File: config.mk
export PLATFORM = sky130hd
export DESIGN_NAME = fun_inv_flat
export DESIGN_NICKNAME = d
export VERILOG_FILES = /design/src/rtl/fun_pkg.sv /design/src/rtl/fun_inv_if.sv /design/src/rtl/fun_inv_mul_seq.sv /design/src/rtl/fun_inv.sv /design/src/flat_wrapper.sv
export SDC_FILE = /design/constraint.sdc
export NUM_CORES = 1
export LEC_CHECK = 0
export CAP_MARGIN = 10
export CELL_PAD_IN_SITES_DETAIL_PLACEMENT = 0
export CELL_PAD_IN_SITES_GLOBAL_PLACEMENT = 1
export CORE_ASPECT_RATIO = 1.5
export CORE_MARGIN = 4
export CORE_UTILIZATION = 44
export CTS_BUF_LIST = sky130_fd_sc_hd__clkbuf_2 sky130_fd_sc_hd__clkbuf_4 sky130_fd_sc_hd__clkbuf_8
export CTS_CLUSTER_SIZE = 16
export DETAILED_ROUTE_END_ITERATION = 8
export GPL_TIMING_DRIVEN = 0
export PLACE_DENSITY = 0.78
export SLEW_MARGIN = 10
export SYNTH_ARGS = -nofsm -noshare
export SYNTH_HDL_FRONTEND = slang
export SYNTH_HIERARCHICAL = 1
export SYNTH_SLANG_ARGS = --single-unit
File: constraint.sdc
create_clock -name clk_i -period 5.75 [get_ports clk_i]
set_input_delay 1.4375 -clock clk_i [delete_from_list [all_inputs] [get_ports clk_i]]
set_output_delay 1.4375 -clock clk_i [all_outputs]
set_load 0.02 [all_outputs]
File: src/rtl/fun_pkg.sv
// fun_pkg: shared definitions for the fun / fun_inv arithmetic cluster.
//   - FSM state encoding (legacy-compatible 3-bit constants)
//   - datapath widths X_W / D_W / Y_W
//   - cycle counts of the sequential multiplies
//   - sub_clamp(): unsigned subtract with underflow clamp to zero
package fun_pkg;

    localparam int X_W     = 8;    // fun output / offset width
    localparam int D_W     = 16;   // x^2 and x^2 - a width
    localparam int Y_W     = 48;   // (x^2 - a)^3 width
    localparam int SQ_CYC  = 8;    // x*x: one multiplier bit per cycle
    localparam int MUL_CYC = 16;   // d*d and p*d
    localparam int CNT_W   = 5;    // holds bit counts up to 16

    typedef logic [2:0] state_t;

    localparam state_t ST_IDLE = 3'd0;
    localparam state_t ST_SQ   = 3'd1;
    localparam state_t ST_SUB  = 3'd2;
    localparam state_t ST_MUL1 = 3'd3;
    localparam state_t ST_MUL2 = 3'd4;

    // Returns {underflow, d}. On underflow d is forced to zero so the caller
    // takes the same zero shortcut as an exact x^2 == a.
    function automatic logic [D_W:0] sub_clamp(input logic [D_W-1:0] s,
                                               input logic [X_W-1:0] a);
        logic uf;
        uf = (s < D_W'(a));
        return {uf, uf ? '0 : (s - D_W'(a))};
    endfunction

endpackage

File: src/rtl/fun_inv_if.sv
// fun_inv_if: request/result bundle of fun_inv.
//   start_i : request pulse (sampled by the block only when idle)
//   x_bi    : value to invert
//   a_bi    : offset operand
//   busy_o  : computation in progress
//   y_bo    : registered result (x^2 - a)^3
//   err_o   : underflow flag (only when FUN_INV_ERR_EN is defined)
// modport slave  : the fun_inv block
// modport master : the requester
interface fun_inv_if;
    import fun_pkg::*;

    logic             start_i;
    logic [X_W-1:0]   x_bi;
    logic [X_W-1:0]   a_bi;
    logic             busy_o;
    logic [Y_W-1:0]   y_bo;
`ifdef FUN_INV_ERR_EN
    logic             err_o;

    modport slave  (input  start_i, x_bi, a_bi, output busy_o, y_bo, err_o);
    modport master (output start_i, x_bi, a_bi, input  busy_o, y_bo, err_o);
`else
    modport slave  (input  start_i, x_bi, a_bi, output busy_o, y_bo);
    modport master (output start_i, x_bi, a_bi, input  busy_o, y_bo);
`endif

endinterface

File: src/rtl/fun_inv_mul_seq.sv
// mul_seq: iterative shift-add multiplier, one multiplier bit per cycle.
//   clk_i    : clock
//   rst_i    : asynchronous active-low reset, clears all registers
//   start_i  : load operands (takes priority over a step in progress)
//   mcand_i  : multiplicand, MUL_W bits
//   mplier_i : multiplier, up to 16 bits
//   nbits_i  : number of multiplier bits to process (= cycles)
//   busy_o   : steps remaining
//   last_o   : the current cycle processes the final bit
//   res_o    : product as it will be after this edge (equals the
//              registered product once idle); lets the caller chain the
//              next multiply on the same edge the last bit is consumed
module mul_seq #(
    parameter int MUL_W = 32
) (
    input  logic                 clk_i,
    input  logic                 rst_i,
    input  logic                 start_i,
    input  logic [MUL_W-1:0]     mcand_i,
    input  logic [15:0]          mplier_i,
    input  logic [4:0]           nbits_i,
    output logic                 busy_o,
    output logic                 last_o,
    output logic [MUL_W+15:0]    res_o
);
    localparam int P_W = MUL_W + 16;

    logic [P_W-1:0] acc;
    logic [P_W-1:0] mc_sh;   // multiplicand pre-shifted to the current bit weight
    logic [15:0]    mp;
    logic [4:0]     cnt;

    assign busy_o = (cnt != '0);
    assign last_o = (cnt == 5'd1);
    assign res_o  = (busy_o && mp[0]) ? (acc + mc_sh) : acc;

    always_ff @(posedge clk_i or negedge rst_i) begin
        if (!rst_i) begin
            acc   <= '0;
            mc_sh <= '0;
            mp    <= '0;
            cnt   <= '0;
        end else if (start_i) begin
            acc   <= '0;
            mc_sh <= P_W'(mcand_i);
            mp    <= mplier_i;
            cnt   <= nbits_i;
        end else if (busy_o) begin
            acc   <= res_o;
            mc_sh <= mc_sh << 1;
            mp    <= mp >> 1;
            cnt   <= cnt - 5'd1;
        end
    end

endmodule

File: src/rtl/fun_inv.sv
// fun_inv: sequential inverse of fun, y = (x^2 - a)^3, all unsigned.
//   clk_i : clock, rising edge
//   rst_i : asynchronous active-low reset; abandons any operation
//   bus   : fun_inv_if.slave (start_i, x_bi, a_bi, busy_o, y_bo[, err_o])
// Parameter MUL_W (>= 32): multiplicand width of the shared multiplier.
// Optional feature macro FUN_INV_ERR_EN adds the err_o underflow flag.
//
// Schedule from the accepting edge E0: SQ E1..E8, SUB E9,
// MUL1 E10..E25, MUL2 E26..E41. A zero difference finishes at E9.
module fun_inv
    import fun_pkg::*;
#(
    parameter int MUL_W = 32
) (
    input  logic      clk_i,
    input  logic      rst_i,
    fun_inv_if.slave  bus
);
    localparam int P_W = MUL_W + 16;

    state_t          state;
    logic [X_W-1:0]  a_q;     // x lives in the multiplier registers after E0
    logic [D_W-1:0]  d_q;     // kept for the second multiply
    logic [Y_W-1:0]  y_q;

    logic            mul_start;
    logic [MUL_W-1:0] mul_mc;
    logic [15:0]     mul_mp;
    logic [CNT_W-1:0] mul_nb;
    logic            mul_busy;
    logic            mul_last;
    logic [P_W-1:0]  mul_res;
    logic            mul_done;

    logic            uflow;
    logic [D_W-1:0]  d;

    mul_seq #(.MUL_W(MUL_W)) u_mul (
        .clk_i    (clk_i),
        .rst_i    (rst_i),
        .start_i  (mul_start),
        .mcand_i  (mul_mc),
        .mplier_i (mul_mp),
        .nbits_i  (mul_nb),
        .busy_o   (mul_busy),
        .last_o   (mul_last),
        .res_o    (mul_res)
    );

    assign mul_done = mul_busy & mul_last;

    // In SUB the multiplier is idle, so res_o is the registered x^2.
    assign {uflow, d} = sub_clamp(mul_res[D_W-1:0], a_q);

    // Multiplier load mux. MUL2 is loaded on the final MUL1 edge straight
    // from the combinational product so no idle cycle is inserted.
    always_comb begin
        mul_start = 1'b0;
        mul_mc    = '0;
        mul_mp    = '0;
        mul_nb    = '0;
        case (state)
            ST_IDLE: if (bus.start_i) begin
                mul_start = 1'b1;
                mul_mc    = MUL_W'(bus.x_bi);
                mul_mp    = 16'(bus.x_bi);
                mul_nb    = CNT_W'(SQ_CYC);
            end
            ST_SUB: if (d != '0) begin
                mul_start = 1'b1;
                mul_mc    = MUL_W'(d);
                mul_mp    = d;
                mul_nb    = CNT_W'(MUL_CYC);
            end
            ST_MUL1: if (mul_done) begin
                mul_start = 1'b1;
                mul_mc    = MUL_W'(mul_res[2*D_W-1:0]);
                mul_mp    = d_q;
                mul_nb    = CNT_W'(MUL_CYC);
            end
            default: ;
        endcase
    end

    always_ff @(posedge clk_i or negedge rst_i) begin
        if (!rst_i) begin
            state <= ST_IDLE;
            a_q   <= '0;
            d_q   <= '0;
            y_q   <= '0;
        end else begin
            case (state)
                ST_IDLE: if (bus.start_i) begin
                    a_q   <= bus.a_bi;
                    state <= ST_SQ;
                end
                ST_SQ: if (mul_done) state <= ST_SUB;
                ST_SUB: begin
                    d_q <= d;
                    if (d == '0) begin
                        y_q   <= '0;
                        state <= ST_IDLE;
                    end else begin
                        state <= ST_MUL1;
                    end
                end
                ST_MUL1: if (mul_done) state <= ST_MUL2;
                ST_MUL2: if (mul_done) begin
                    y_q   <= mul_res[Y_W-1:0];
                    state <= ST_IDLE;
                end
                default: state <= ST_IDLE;
            endcase
        end
    end

    assign bus.busy_o = (state != ST_IDLE);
    assign bus.y_bo   = y_q;

`ifdef FUN_INV_ERR_EN
    logic err_q;

    // Updated only at SUB, so it holds across the following idle period.
    always_ff @(posedge clk_i or negedge rst_i) begin
        if (!rst_i)
            err_q <= 1'b0;
        else if (state == ST_SUB)
            err_q <= uflow;
    end

    assign bus.err_o = err_q;
`else
    // Underflow only steers the clamp inside sub_clamp.
    logic unused_uflow;
    assign unused_uflow = uflow;
`endif

endmodule

File: src/flat_wrapper.sv
// flat-port wrapper written by rule: the top's interface ports become plain ports
module fun_inv_flat import fun_pkg::*;
#(
    parameter int MUL_W = 32
)
  (clk_i, rst_i, bus_start_i, bus_x_bi, bus_a_bi, bus_busy_o, bus_y_bo);
  fun_inv_if bus_i ();
  input  logic clk_i;
  input  logic rst_i;
  input wire logic [$bits(bus_i.start_i)-1:0] bus_start_i;
  input wire logic [$bits(bus_i.x_bi)-1:0] bus_x_bi;
  input wire logic [$bits(bus_i.a_bi)-1:0] bus_a_bi;
  output wire logic [$bits(bus_i.busy_o)-1:0] bus_busy_o;
  output wire logic [$bits(bus_i.y_bo)-1:0] bus_y_bo;
  assign bus_i.start_i = bus_start_i;
  assign bus_i.x_bi = bus_x_bi;
  assign bus_i.a_bi = bus_a_bi;
  assign bus_busy_o = bus_i.busy_o;
  assign bus_y_bo = bus_i.y_bo;
  fun_inv #(.MUL_W(MUL_W)) u_core (.clk_i(clk_i), .rst_i(rst_i), .bus(bus_i));
endmodule
# After elaboration in Yosys (flattened, before gate mapping)
# Cells that the tools add are included.
op_classes:
  div: 0
  n_bitwise: 1
  reduce_logical: 11
  n_eq_ne: 10
  n_shift: 0
  n_mux: 35
  magnitude_cmp: 1
  n_addsub: 3
  n_mul: 0
op_table:
  columns: ["operator", "n"]
  rows:
  - ["$mux W48", 7]
  - ["$mux W16", 6]
  - ["$pmux W32 S3", 1]
  - ["$pmux W48 S2", 1]
  - ["$add A48 B48 Y48", 1]
  - ["$pmux W16 S3", 1]
  - ["$mux W32", 1]
  - ["$mux W5", 4]
  - ["$logic_not A16 Y1", 1]
  - ["$lt A16 B8 Y1", 1]
  - ["$mux W8", 2]
  - ["$reduce_bool A16 Y1", 1]
  - ["$sub A16 B8 Y16", 1]
  - ["$pmux W3 S5", 1]
  - ["$pmux W5 S3", 1]
  - ["$mux W3", 4]
  - ["$ne A2 B1 Y1 const B", 4]
  - ["$eq A3 B2 Y1 const B", 2]
  - ["$eq A5 B1 Y1 const B", 1]
  - ["$reduce_bool A5 Y1", 1]
  - ["$sub A5 B1 Y5 const B", 1]
  - ["$mux W4", 1]
  - ["$reduce_and A4 Y1", 1]
  - ["$reduce_bool A2 Y1", 2]
  - ["12 further kinds", 14]
word_totals:
  rom_bits: 0
  wordCells: 69
  latchBits: 0
  out_inout_bits: 49
  mem_bits_rw: 0
  inputBits: 19
  reg_bits: 192
  n_memories: 0

# Depth between registers and ports, before layout
depth:
  word_depth: 9
  mapped_depth: 27
  ltp_nobuf: 23

# Cells and area by module
# The synthesis kept the hierarchy.
by_module_without_submodules:
  columns: ["mod", "area_per_inst_um2", "seq_area_each_um2", "instances", "cells_each"]
  rows:
  - ["mul_seq", 8227.9, 2927.8, 1, 987]
  - ["fun_inv", 4085.2, 1876.8, 1, 393]

# Least setup slack after synthesis
# No wires, ideal clock.
synth_timing:
  path_type: "reg-to-reg"
  from: "reg u_core.u_mul.cnt[0]"
  to: "reg u_core.u_mul.acc[45]"
  arrival_ps: 5527
  setup_ps: 65
  path_slack_ps: 158
  synth_period_minus_slack_ps: 5592
  path_buffers: 4
  required_time_ps: 5685
  stages_incl_launch_ff: 27
  path_cell_list: "dfrtp_1 inv_1 ha_1 or3b_2 nor2_2 inv_1 clkbuf_1 nand2_1 clkbuf_1 buf_2 nand2_1 nand2_1 inv_1 ha_1 fa_1 nand2b_1 a21o_1 a21o_1 a211oi_1 nor2_1 nor4_4 nor2_2 or3_1 clkbuf_1 or3_1 mux2_2 nand2_1"
synth_between:
  elab_chain_len: 9
  elab_cells_between_ends: 15
  cone_classes: "add/sub: 1; order compare: 1; eq/ne: 1; mux: 7; bitwise: 1; reduce/logical: 4"
synth_lines:
  columns: ["item", "line", "rtl"]
  rows:
  - ["start: declaration", "fun_inv_mul_seq.sv:31", "logic [4:0] cnt;"]
  - ["start signal: assignment", "fun_inv_mul_seq.sv:47", "cnt <= nbits_i;"]
  - ["start signal: assignment", "fun_inv_mul_seq.sv:52", "cnt <= cnt - 5'd1;"]
  - ["$reduce_bool A5 Y1 (*)", "fun_inv_mul_seq.sv:33", "assign busy_o = (cnt != '0);"]
  - ["$logic_and A1 B1 Y1 (*)", "fun_inv_mul_seq.sv:35", "assign res_o = (busy_o && mp[0]) ? (acc + mc_sh) : acc;"]
  - ["$mux W48 (*)", "fun_inv_mul_seq.sv:35", null]
  - ["via u_core.mul_res[0]", "fun_inv.sv:32", "logic [P_W-1:0] mul_res;"]
  - ["$sub A16 B8 Y16 / $lt A16 B8 Y1 (equally long branches)", "fun_pkg.sv:29, fun_pkg.sv:28", null]
  - ["$mux W16 (*)", "fun_pkg.sv:29", "return {uf, uf ? '0 : (s - D_W'(a))};"]
  - ["$reduce_bool A16 Y1 (*)", "fun_inv.sv:69", "ST_SUB: if (d != '0) begin"]
  - ["$mux W1 (*)", "fun_inv.sv:69", null]
  - ["$pmux W1 S3 (*)", "fun_inv.sv:62", "case (state)"]
  - ["via u_core.mul_start", "fun_inv.sv:26", "logic mul_start;"]
  - ["$mux W48 / $reduce_bool A2 Y1 (equally long branches)", null, null]
  - ["end signal: assignment", "fun_inv_mul_seq.sv:49", "acc <= res_o;"]
  - ["end: declaration", "fun_inv_mul_seq.sv:28", "logic [P_W-1:0] acc;"]
# The timed path passes the listed nets; every way through them passes the cells marked *. The select of a mux whose other input is x is not followed.
# A chain may end at the register's enable or synchronous reset.

# Final worst setup path
layout_timing:
  from: "reg u_core.u_mul.mc_sh[0]"
  to: "reg u_core.y_q[11] (netlist: u_core/bus.y_bo[11])"
layout_between:
  elab_chain_len: 7
  elab_cells_between_ends: 10
  cone_classes: "add/sub: 2; order compare: 1; eq/ne: 1; mux: 4; reduce/logical: 2"
layout_lines:
  columns: ["item", "line", "rtl"]
  rows:
  - ["start: declaration", "fun_inv_mul_seq.sv:29", "logic [P_W-1:0] mc_sh;"]
  - ["start signal: assignment", "fun_inv_mul_seq.sv:45", "mc_sh <= P_W'(mcand_i);"]
  - ["start signal: assignment", "fun_inv_mul_seq.sv:50", "mc_sh <= mc_sh << 1;"]
  - ["$add A48 B48 Y48 (*)", "fun_inv_mul_seq.sv:35", null]
  - ["$mux W48 (*)", "fun_inv_mul_seq.sv:35", null]
  - ["via u_core.mul_res[12]", "fun_inv.sv:32", null]
  - ["$sub A16 B8 Y16 / $lt A16 B8 Y1 (equally long branches)", "fun_pkg.sv:29, fun_pkg.sv:28", null]
  - ["$mux W16 (*)", "fun_pkg.sv:29", null]
  - ["$logic_not A16 Y1 (*)", "fun_inv.sv:100", "if (d == '0) begin"]
  - ["$ne A2 B1 Y1 (no line) (*)", null, null]
  - ["$reduce_and A3 Y1 (no line) (*)", null, null]
  - ["end signal: assignment", "fun_inv.sv:109", "y_q <= mul_res[Y_W-1:0];"]
  - ["end: declaration", "fun_inv.sv:24", "logic [Y_W-1:0] y_q;"]
# Marked as above.

==> metrics.cfg <==
[sta]
slew-limit-headroom = 0.256
fmaxAchievable_ghz = 0.177
fin_crit_ns = 5.66
maxSlewViolCount = 0
fin_setup_tns_ns = 0
worst_slack_ns = 0.0892
worst_pin_slew_ns = 1.10
final_hold_viol_count = 0
fin_worst_skew_ns = 0.0155
final_min_period_over_clock_period = 0.984
setup-violations-final = 0

[global_route]
grt_first_pass_wirelength_mm = 60.2
grt_usage = 0.255
grt-ovfl-total = 0
grt_start_max_net_pins = 103
antenna_found_initial = 0
first_global_vias = 10900

[route]
via_count = 10800
routed.top_layer = met4
drt-pass1-iter-count = 6
met2_length_mm = 20.8
m1WireLength_mm = 15.0
drt_drc_violations_left = 0
antenna_viol_nets_final = 0
detail_route_met3_wl_mm = 1.31
post_drt_wl_per_cell_um = 21.2
first_iter_violations = 648
viasPerCell = 5.90
wirelength_mm = 38.7

[setup_path]
crit_path_top_delay_cell = sky130_fd_sc_hd__o21ai_0
capture_point_of_the_worst_reg_to_reg_path = u_core/bus.y_bo[11]
timing.critical_path.arrival_ns = 6.10
critical_path.top_delay_family = compound AO/OA/AOI/OAI gates
crit_buf_inv = 2
reg2reg_slack_ns = 0.09
worst_setup_path_end_kind = flop
timing.critical_path.required_ns = 6.19
cp_max_fo = 10
worst_path_largest_cell_delay_ns = 0.86
timing.reg2reg.worst_path_depth = 16
timing_worst_setup_path_type = reg2reg
worst_setup_path_start_kind = flop
r2r_start = u_core/u_mul/mc_sh[0]
cp_cell_sequence = ha_1 > fa_1 > a21o_1 > a311o_1 > a221oi_2 > nor2_1 > xnor2_1 > o21ai_0 > or3_4 > nor3b_4 > o31ai_2 > o21bai_1 > a21oi_1 > buf_2 > buf_4 > a22o_1

[cts]
clockRootBuffer = sky130_fd_sc_hd__clkbuf_8
holdBufCountCts = 0
cts_tree = built
clk_transition_reported_paths_ns = 0.09
worst_skew_pair_latency_ns = 0.52
cts_buffers = 17
clkSinkCount = 192
cts-root-to-sink-buffers = 2
htree_depth = 4

[floorplanning]
io_pins = 68
die-width_um = 145
die_area_um2 = 30800
floorplan.die.height_um = 213
cell_rows = 74
design.core.area_um2 = 27400
initial_core_util = 0.449

[yosys]
synth_seq_cells = 192
dominantRegCellSynth = sky130_fd_sc_hd__dfrtp_1
async_flop_share = 1.00
syn-instance-count = 1380
yosys.cell_types.count = 83
synth_warnings = 6
synth.yosys.seq_area_share = 0.390
synth_edf_count = 0
synthesized_area_divided_by_synthesized_cell_count_um2 = 8.92
synth_area_um2 = 12300

[cells_and_area]
fillerInstances = 2624
layout.area.seq_um2 = 4800
multi_input_comb_area_um2 = 7140
n_antenna_cell = 0
finish.net_count = 1554
final_core_util = 0.516
proportion_of_layout_cells_with_a_drive_suffix_above_1 = 0.0927
flow.area_growth_from_synthesis_pct = 14.9

[min_path]
hold_path.startpoint = u_core/d_q[10]
hold_worst_path_end = u_core/d_q[10]
hold-path-cell-count = 1
holdCritPathClass = reg2reg

[placement]
worst_slack_at_placement_ns = -2.67
dp_hpwl_mm = 29.2
routabilityCongestion = 0.925
portBuffers = 67

[power]
cellLeakagePower_nw = 6.81
peakVddDrop_mv = 0.245
p_per_area_nw_per_um2 = 388
p_total_w = 0.00550

[run_status]
outcome = complete, no violations

[run]
max_cap_violations = 0

## Yosys cell counts (11+ instances only)
master | number | share of area
sky130_fd_sc_hd__a21o_1 | 51 | 0.031
sky130_fd_sc_hd__a21oi_1 | 103 | 0.042
sky130_fd_sc_hd__a221o_1 | 14 | 0.011
sky130_fd_sc_hd__a22o_1 | 56 | 0.040
sky130_fd_sc_hd__a31oi_1 | 13 | 0.0066
sky130_fd_sc_hd__and2_1 | 50 | 0.025
sky130_fd_sc_hd__and3_1 | 11 | 0.0056
sky130_fd_sc_hd__buf_2 | 12 | 0.0049
sky130_fd_sc_hd__clkbuf_1 | 71 | 0.022
sky130_fd_sc_hd__dfrtp_1 | 192 | 0.39
sky130_fd_sc_hd__ha_1 | 58 | 0.059
sky130_fd_sc_hd__inv_1 | 30 | 0.0091
sky130_fd_sc_hd__mux2_2 | 12 | 0.011
sky130_fd_sc_hd__mux2i_1 | 55 | 0.045
sky130_fd_sc_hd__nand2_1 | 217 | 0.066
sky130_fd_sc_hd__nand2b_1 | 12 | 0.0061
sky130_fd_sc_hd__nand3_1 | 22 | 0.0089
sky130_fd_sc_hd__nand4_1 | 31 | 0.016
sky130_fd_sc_hd__nor2_1 | 58 | 0.018
sky130_fd_sc_hd__nor3_1 | 21 | 0.0085
sky130_fd_sc_hd__o211ai_1 | 11 | 0.0067
sky130_fd_sc_hd__o21ai_0 | 96 | 0.039
sky130_fd_sc_hd__o21bai_1 | 14 | 0.0085
sky130_fd_sc_hd__xnor2_1 | 26 | 0.018
sky130_fd_sc_hd__xor2_1 | 13 | 0.0092
## stage by stage
| step | std cells | cell area (um2) | hold slack, ns |
|---|---|---|---|
| global placement | 1791 | 13400 | 0.459 |
| detailed placement | 1792 | 13500 | 0.466 |
| global route | 1830 | 14100 | 0.498 |
| CTS | 1824 | 14100 | 0.489 |
| finish | 1830 | 14100 | 0.487 |
| floorplan | 1382 | 12300 | 0.446 |
## cell type report
cell class                      count  area share
Sequential cell                   192       0.340
Clock buffer                       23      0.0215
Timing Repair Buffer               77      0.0545
Buffer                             87      0.0337
Clock inverter                      9     0.00752
Tap cell                          342      0.0302
Inverter                           30     0.00822
Multi-Input combinational cell   1070       0.505
## layer usage
| layer | track usage | vias up |
|---|---|---|
| met2 | 0.475 | 261 |
| met5 | 0 | - |
| met3 | 0.0352 | 88 |
| met4 | 0.108 | 0 |
| li1 | - | 5187 |
| met1 | 0.285 | 5264 |
## logic make-up after synthesis
group / share of synthesized area
AOI/OAI and AO/OA: 0.236
xor gates and xnor gates: 0.0277
adders and majority gates: 0.0622
buffers and inverters: 0.0406
DFF: 0.390
muxes: 0.0557
other: 0.000305
and+or+nand+nor: 0.187
## how the worst max path moves through the flow
stage | from | cells after the start | to | slack, ns
after global placement | rst_i | 1 | u_core/bus.y_bo[37] | -5.14
after global routing | u_core/u_mul/cnt[0] | 23 | u_core/u_mul/acc[45] | -0.005
after detailed placement | u_core/u_mul/cnt[0] | 26 | u_core/u_mul/mc_sh[32] | -2.67
final | u_core/u_mul/mc_sh[0] | 16 | u_core/bus.y_bo[11] | 0.09
after CTS | u_core/u_mul/cnt[0] | 26 | u_core/u_mul/acc[45] | 0.04
after floorplan | u_core/u_mul/cnt[0] | 26 | u_core/u_mul/acc[45] | 0.16
## power breakdown
part / total (W) / internal (W) / switching [W]
combinational: 0.00282 / 0.00100 / 0.00182
clock: 0.000950 / 0.000440 / 0.000509
sequential: 0.00172 / 0.00157 / 0.000155
## layout by cell type, fill, tap and decap left out, types with 6 or more instances in the layout
cell and instances:
sky130_fd_sc_hd__mux2i_1 54, sky130_fd_sc_hd__a21o_1 51, sky130_fd_sc_hd__clkdlybuf4s50_1 66, sky130_fd_sc_hd__nor4_1 7
sky130_fd_sc_hd__buf_4 11, sky130_fd_sc_hd__nand2_1 215, sky130_fd_sc_hd__o21ai_0 92, sky130_fd_sc_hd__and2_1 49
sky130_fd_sc_hd__clkbuf_8 23, sky130_fd_sc_hd__a221o_1 14, sky130_fd_sc_hd__a21oi_1 103, sky130_fd_sc_hd__o211ai_1 11
sky130_fd_sc_hd__xnor2_1 25, sky130_fd_sc_hd__nand2b_1 12, sky130_fd_sc_hd__clkbuf_1 51, sky130_fd_sc_hd__nor3_1 21
sky130_fd_sc_hd__nand3b_1 6, sky130_fd_sc_hd__o21bai_1 14, sky130_fd_sc_hd__nand3_1 22, sky130_fd_sc_hd__a22o_1 56
sky130_fd_sc_hd__and3_1 11, sky130_fd_sc_hd__buf_2 12, sky130_fd_sc_hd__dfrtp_1 192, sky130_fd_sc_hd__mux2_2 12
sky130_fd_sc_hd__nand4_1 31, sky130_fd_sc_hd__ha_1 57, sky130_fd_sc_hd__nor2_1 57, sky130_fd_sc_hd__clkbuf_4 9
sky130_fd_sc_hd__xor2_1 13, sky130_fd_sc_hd__or3_1 9, sky130_fd_sc_hd__o31ai_1 7, sky130_fd_sc_hd__a31oi_1 13
sky130_fd_sc_hd__inv_1 29
## worst register-to-register path, cell delays in order, from the launching register on
cell and delay [ns]:
sky130_fd_sc_hd__dfrtp_1 0.41, sky130_fd_sc_hd__ha_1 0.21, sky130_fd_sc_hd__fa_1 0.41, sky130_fd_sc_hd__a21o_1 0.20, sky130_fd_sc_hd__a311o_1 0.42, sky130_fd_sc_hd__a221oi_2 0.50
sky130_fd_sc_hd__nor2_1 0.12, sky130_fd_sc_hd__xnor2_1 0.14, sky130_fd_sc_hd__o21ai_0 0.86, sky130_fd_sc_hd__or3_4 0.34, sky130_fd_sc_hd__nor3b_4 0.07, sky130_fd_sc_hd__o31ai_2 0.40
sky130_fd_sc_hd__o21bai_1 0.13, sky130_fd_sc_hd__a21oi_1 0.53, sky130_fd_sc_hd__buf_2 0.44, sky130_fd_sc_hd__buf_4 0.25, sky130_fd_sc_hd__a22o_1 0.16
## flip-flops by register name, summed over array words and instances (netlist names)
signal	cells
u_core/u_mul/cnt	5
u_core/bus.y_bo	48
u_core/u_mul/acc	48
u_core/a_q	8
u_core/d_q	16
u_core/u_mul/mc_sh	48
u_core/state	3
u_core/u_mul/mp	16
## repair_timing
item / in CTS / in global routing
hold endpoints to repair: 0 / 0
pin swaps: 5 / 8
setup endpoints to repair: 183 / 126
gates resized for setup: 61 / 16
cloned: 0 / 1
buffers inserted: 3 / 6
Note: power is estimated with default switching activity, not from simulation.
